File: config.mk
export PLATFORM = sky130hd
export DESIGN_NAME = branch_history_predictor
export DESIGN_NICKNAME = d
export VERILOG_FILES = /design/src/rtl/branch_history_predictor.sv
export SDC_FILE = /design/constraint.sdc
export NUM_CORES = 1
export LEC_CHECK = 0
export CORE_UTILIZATION = 30
export DETAILED_ROUTE_END_ITERATION = 16
export RECOVER_POWER = 100
export REMOVE_ABC_BUFFERS = 1
export SLEW_MARGIN = 40
export SYNTH_ARGS = -nofsm -noshare
export SYNTH_HDL_FRONTEND = slang
export SYNTH_SLANG_ARGS = --single-unit
export TNS_END_PERCENT = 100
File: constraint.sdc
create_clock -name clk -period 4 [get_ports clk]
set_clock_uncertainty 0.2 [all_clocks]
set_input_delay 0.6 -clock clk [delete_from_list [all_inputs] [get_ports clk]]
set_output_delay 0.6 -clock clk [all_outputs]
set_load 0.05 [all_outputs]
File: src/rtl/branch_history_predictor.sv
// ---------------------------------------------------------------------------
// branch_history_predictor
//
// Table of saturating counters that predicts whether a conditional branch is
// taken. The table can be indexed by PC bits alone (bimodal), or by PC bits
// XORed with a short global taken/not-taken history (gshare style).
//
// Parameters
//   PC_W    width of the program-counter inputs (must exceed IDX_W)
//   IDX_W   table index width; the table holds 2**IDX_W counters
//   CNT_W   saturating-counter width, 1..4
//   HIST_W  global-history width, 0..IDX_W; 0 means pure bimodal indexing
//   INIT    value loaded into every counter on reset
//
// Ports
//   clk          single clock; all state updates on its rising edge
//   rst          asynchronous, active-high reset
//   stall        freezes counters and history while high
//   lookup_pc    PC of the branch being predicted this cycle
//   take_branch  prediction for lookup_pc (1 = taken), combinational
//   upd_pc       PC of the branch being resolved this cycle
//   taken        resolved branch at upd_pc was taken
//   not_taken    resolved branch at upd_pc was not taken
//
// Update handshake: an update is accepted when exactly one of taken /
// not_taken is high and stall is low. It is applied at the next rising edge
// and there is no ready/backpressure. Both flags high together is illegal
// and is ignored.
// ---------------------------------------------------------------------------
module branch_history_predictor #(
    parameter int PC_W   = 32,
    parameter int IDX_W  = 4,
    parameter int CNT_W  = 2,
    parameter int HIST_W = 0,
    parameter int INIT   = 0
) (
    input  logic            clk,
    input  logic            rst,
    input  logic            stall,
    input  logic [PC_W-1:0] lookup_pc,
    output logic            take_branch,
    input  logic [PC_W-1:0] upd_pc,
    input  logic            taken,
    input  logic            not_taken
);

    localparam int              ENTRIES  = 2 ** IDX_W;
    localparam logic [CNT_W-1:0] CNT_MAX  = '1;
    localparam logic [CNT_W-1:0] CNT_INIT = CNT_W'(INIT);

    logic [CNT_W-1:0] r_cnt [ENTRIES];

    logic             w_upd_valid;
    logic [IDX_W-1:0] w_hist_ext;
    logic [IDX_W-1:0] w_lookup_idx;
    logic [IDX_W-1:0] w_upd_idx;
    logic [CNT_W-1:0] w_cnt_cur;
    logic [CNT_W-1:0] w_cnt_next;

    // Bit 0 of the PCs is never used for indexing, and neither are the bits
    // above IDX_W. This reduction only keeps lint quiet about them.
    logic w_unused;
    assign w_unused = &{1'b0, lookup_pc, upd_pc};

    // XOR of taken and not_taken rejects the illegal both-high case.
    assign w_upd_valid = (taken ^ not_taken) & ~stall;

    // The global history register exists only when HIST_W > 0. It is
    // zero-extended on the left to the index width before the XOR.
    generate
        if (HIST_W > 0) begin : g_ghr
            logic [HIST_W-1:0] r_ghr;

            // Shift instead of a part-select, so HIST_W == 1 stays legal.
            always_ff @(posedge clk or posedge rst) begin
                if (rst) begin
                    r_ghr <= '0;
                end else if (w_upd_valid) begin
                    r_ghr <= (r_ghr << 1) | HIST_W'(taken);
                end
            end

            assign w_hist_ext = IDX_W'(r_ghr);
        end else begin : g_no_ghr
            assign w_hist_ext = '0;
        end
    endgenerate

    // Bit 1 is kept, so 16-bit compressed branches get distinct entries.
    assign w_lookup_idx = lookup_pc[IDX_W:1] ^ w_hist_ext;
    assign w_upd_idx    = upd_pc[IDX_W:1]    ^ w_hist_ext;

    // The prediction reads registered state only. A same-cycle update to the
    // same entry is not bypassed.
    assign take_branch = r_cnt[w_lookup_idx][CNT_W-1];

    assign w_cnt_cur = r_cnt[w_upd_idx];

    always_comb begin
        w_cnt_next = w_cnt_cur;
        if (taken && (w_cnt_cur != CNT_MAX)) begin
            w_cnt_next = w_cnt_cur + 1'b1;
        end else if (not_taken && (w_cnt_cur != '0)) begin
            w_cnt_next = w_cnt_cur - 1'b1;
        end
    end

    always_ff @(posedge clk or posedge rst) begin
        if (rst) begin
            for (int i = 0; i < ENTRIES; i++) begin
                r_cnt[i] <= CNT_INIT;
            end
        end else if (w_upd_valid) begin
            r_cnt[w_upd_idx] <= w_cnt_next;
        end
    end

endmodule

==> load_flow_metrics.sql <==
INSERT INTO impl_metrics (metric_group, metric, value, unit) VALUES
('route', 'first_iter_violations', '85', ''),
('timing', 'final-hold-violation-count', '0', ''),
('cts', 'cts_root_buf', 'sky130_fd_sc_hd__clkbuf_8', ''),
('grt', 'antenna_found_initial', '0', ''),
('finish', 'share_of_layout_cells_above_drive_strength_1', '16.83', '%'),
('cts', 'cts_tree', 'built', ''),
('finish', 'syn_to_final_growth', '16.00', '%'),
('power_and_ir_drop', 'p_leak', '0.9600', 'nW'),
('critical_path', 'required', '3980', 'ps'),
('timing', 'slew_headroom', '-16.74', '%'),
('yosys', 'syn_area_per_cell', '10.70', 'sq um'),
('cts', 'clkTransAtPathRegs', '70', 'ps'),
('die', 'floorplan.core_area', '6096', 'sq um'),
('cts', 'hold_buffers', '0', ''),
('yosys', 'post_synth_fa_ha_maj_area_fraction', '1.285', '%'),
('outcome', 'violations', 'max-capacitance violations, max-slew violations', ''),
('finish', 'largest_register_ff_count', '32', ''),
('route', 'dr_total_vias', '1449', ''),
('die', 'io-pin-count', '70', ''),
('timing', 'final.period_utilization', '91.97', '%'),
('timing', 'worst_pin_slew', '1751', 'ps'),
('route', 'drt-total-wl', '4.401', 'mm'),
('yosys', 'synthSimpleGateAreaFrac', '16.97', '%'),
('hold_path', 'tightest_hold_check_type', 'reg2reg', ''),
('die', 'fp.dieW', '82.56', 'microns'),
('yosys', 'post_synth_num_cell_types', '37', ''),
('grt', 'grt_start_max_net_pins', '33', ''),
('cts', 'clock_sinks', '32', ''),
('yosys', 'synthXorXnorAreaFrac', '2.121', '%'),
('critical_path', 'critical_path.cell_chain', 'clkdlybuf4s50_1, buf_12, mux2_2, mux4_2, nand2_1, o21a_1, ha_1, o21ai_0, a311oi_4, clkbuf_2, o41ai_1', ''),
('timing', 'maxClockFrequency', '271.8', 'MHz'),
('cts', 'ctsLongestPathBuffers', '2', ''),
('yosys', 'synth_top_family_by_area', 'multiplexers', ''),
('grt', 'first_pass_grt_wire_length', '7.376', 'mm'),
('critical_path', 'timing.critical_path.arrival', '3660', 'ps'),
('route', 'wl_per_cell', '15.89', 'microns'),
('critical_path', 'criticalPathCategory', 'in2reg', ''),
('die', 'placementRows', '28', ''),
('finish', 'largest_register_by_flop_count', 'r_cnt', ''),
('yosys', 'yosys_warnings', '0', ''),
('critical_path', 'critPathSlowestCell', 'sky130_fd_sc_hd__clkdlybuf4s50_1', ''),
('yosys', 'seq_area_frac_synth', '41.13', '%'),
('place', 'dpl_cell_area', '2171', 'sq um'),
('cts', 'cts-buffers-inserted', '5', ''),
('timing', 'maxSlewViolCount', '33', ''),
('die', 'floorplan.initialDensity', '31.94', '%'),
('flow_run', 'timing.max_cap.violations', '1', ''),
('finish', 'diodes', '0', ''),
('route', 'drt.antenna.violating_nets', '0', ''),
('cts', 'insertion_delay', '290', 'ps'),
('yosys', 'syn_inst', '182', ''),
('cts', 'postCtsSetupBuffers', '0', ''),
('yosys', 'synth.area.mux_share', '19.54', '%'),
('critical_path', 'worst_setup_path_start_kind', 'primary input', ''),
('place', 'post-dp-hpwl', '3.207', 'mm'),
('route', 'drt_pass1_iterations', '4', ''),
('yosys', 'syn-cell-area', '1947', 'sq um'),
('power_and_ir_drop', 'peakVddDrop', '0.2085', 'mV'),
('grt', 'grt-ovfl-total', '0', ''),
('finish', 'layout_filler_cell_count', '631', ''),
('die', 'chip_height', '82.56', 'microns'),
('finish', 'nNetsFinal', '273', ''),
('yosys', 'yosys_register_bits', '32', ''),
('cts', 'cts_htree_levels', '2', ''),
('route', 'detail_route.vias_per_cell', '5.231', ''),
('grt', 'global_route.usage.total', '14.88', '%'),
('timing', 'grt_setup_unrepaired', 'no', ''),
('critical_path', 'critPathMaxFanout', '23', ''),
('place', 'place.gp.congestion', '0.8013', ''),
('finish', 'final_design_area_no_fill', '2258', 'sq um'),
('cts', 'cts_resized', '0', ''),
('grt', 'number_of_global_route_vias_before_repair', '1439', ''),
('timing', 'tns', '0', 'ps'),
('timing', 'setup_violations', '0', ''),
('die', 'die-area', '6815', 'sq um'),
('critical_path', 'slowest_delay', '500', 'ps'),
('power_and_ir_drop', 'power_density', '586.9', 'nW/um^2'),
('yosys', 'synth_compound_area_share', '14.20', '%'),
('timing', 'finalCriticalPeriod', '3679', 'ps'),
('route', 'drcViolationCount', '0', ''),
('place', 'io_buffer_count', '13', ''),
('outcome', 'run_status', 'finished with violations', ''),
('finish', 'reg_top3', 'r_cnt (32)', ''),
('critical_path', 'worst_setup_path_end_kind', 'flop', '');
## cells in the mapped netlist
cell	n	area share [%]
sky130_fd_sc_hd__dfrtp_1	32	41
sky130_fd_sc_hd__nand2b_1	4	1.3
sky130_fd_sc_hd__nand2_1	30	5.8
sky130_fd_sc_hd__and3b_1	1	0.45
sky130_fd_sc_hd__a311oi_4	1	1.3
sky130_fd_sc_hd__and2_1	1	0.32
sky130_fd_sc_hd__clkbuf_8	1	0.71
sky130_fd_sc_hd__mux2_4	1	0.77
sky130_fd_sc_hd__mux2_2	4	2.3
sky130_fd_sc_hd__inv_1	4	0.77
sky130_fd_sc_hd__nor2_4	1	0.58
sky130_fd_sc_hd__and3_1	2	0.64
sky130_fd_sc_hd__nand3b_1	1	0.39
sky130_fd_sc_hd__o41ai_1	6	2.7
sky130_fd_sc_hd__ha_1	2	1.3
sky130_fd_sc_hd__nor2b_1	4	1.3
sky130_fd_sc_hd__buf_2	2	0.51
sky130_fd_sc_hd__nor2_1	2	0.39
sky130_fd_sc_hd__mux4_2	8	9.3
sky130_fd_sc_hd__mux2i_1	14	7.2
sky130_fd_sc_hd__clkbuf_1	2	0.39
sky130_fd_sc_hd__o21a_1	1	0.39
sky130_fd_sc_hd__buf_4	2	0.77
sky130_fd_sc_hd__xnor2_2	2	1.7
sky130_fd_sc_hd__xor2_1	1	0.45
sky130_fd_sc_hd__o31ai_1	10	3.9
sky130_fd_sc_hd__a22oi_2	1	0.64
sky130_fd_sc_hd__nand4_1	4	1.3
sky130_fd_sc_hd__o21ai_1	2	0.51
sky130_fd_sc_hd__o21ai_0	17	4.4
sky130_fd_sc_hd__buf_6	1	0.58
sky130_fd_sc_hd__nand3_1	12	3.1
sky130_fd_sc_hd__nand4b_1	1	0.45
sky130_fd_sc_hd__nor3b_1	2	0.77
sky130_fd_sc_hd__nor3_1	1	0.26
sky130_fd_sc_hd__o211ai_1	1	0.39
sky130_fd_sc_hd__buf_12	1	1.0
## where the power goes
group / internal, W / total (W) / switching [W]
combinational: 0.000236 / 0.000529 / 0.000293
sequential: 0.000446 / 0.000526 / 0.0000799
clock: 0.000153 / 0.000271 / 0.000118
total: 0.000835 / 0.00133 / 0.000491
## final cells by class
type                       count  area, sq um  area share, %
multi-input combinational    137         1054          46.65
tap                           75        93.84          4.155
sequential                    32        800.8          35.46
clock buffer                   7        96.34          4.266
inverter                       4        15.01         0.6648
timing repair buffer          22        198.9          8.809
## metrics by stage
step | std cells | utilization (%) | hold slack [ps] | setup slack (ps) | total power (W)
after floorplan | 173 | - | 249.2 | 825.0 | 0.0008842
after global placement | 270 | 35.61 | 265.4 | 73.34 | 0.001047
after detailed placement | 270 | 35.61 | 270.6 | 66.02 | 0.001060
after CTS | 277 | 37.19 | 284.0 | 350.3 | 0.001331
after global routing | 277 | 37.05 | 310.8 | 71.65 | 0.001421
final | 277 | 37.05 | 280.0 | 321.2 | 0.001325
## per-layer routing
layer  vias up  track usage (%)  wire length [microns]
li1        715                -                      -
met1       708            21.61                   2274
met2        20            21.65                   1881
met3         6            3.846                    191
met4         0            4.138                     53
met5         -                0                      0
## worst max-delay path: cells and delay by family
family / cells / cell delay (ps)
AOI/OAI and AO/OA: 4 / 930
and+or+nand+nor: 1 / 100
muxes: 2 / 830
buffers and inverters: 3 / 900
adders and majority gates: 1 / 270
## worst paths after layout
path,startpoint,to,slack [ps],cells past startpoint
setup / recovery,upd_pc[1],r_cnt[5]$_DFFE_PP0P_,320,11
hold / removal,r_cnt[24]$_DFFE_PP0P_,r_cnt[24]$_DFFE_PP0P_,280,2
setup reg to reg,r_cnt[13]$_DFFE_PP0P_,r_cnt[5]$_DFFE_PP0P_,1030,9
hold reg to reg,r_cnt[24]$_DFFE_PP0P_,r_cnt[24]$_DFFE_PP0P_,280,2
max in group asynchronous,rst,r_cnt[6]$_DFFE_PP0P_,1420,3
min in group asynchronous,rst,r_cnt[19]$_DFFE_PP0P_,1160,3
## placed cells by master, fill, tap and decap left out, drive strengths merged
master / count
dfrtp: 32
nand2: 30
o21ai: 19
mux2i: 14
nand3: 12
o31ai: 10
clkdlybuf4s50: 10
clkbuf: 10
mux4: 8
buf: 7
o41ai: 6
mux2: 5
nand2b: 4
nor2b: 4
nand4: 4
inv: 4
nor2: 3
nor3b: 2
xnor2: 2
and3: 2
ha: 2
dlygate4sd3: 2
nand4b: 1
a22oi: 1
nand3b: 1
a311oi: 1
xor2: 1
and3b: 1
o211ai: 1
and2: 1
nor3: 1
o21a: 1
## cell families (layout without fill, tap and decap cells)
| logic type | Yosys count | in the layout |
|---|---|---|
| AOI/OAI and AO/OA | 39 | 39 |
| xor gates and xnor gates | 3 | 3 |
| adders and majority gates | 2 | 2 |
| buffers and inverters | 13 | 33 |
| DFF | 32 | 32 |
| muxes | 27 | 27 |
| and+or+nand+nor | 66 | 66 |
Note: power is estimated with default switching activity, not from simulation.
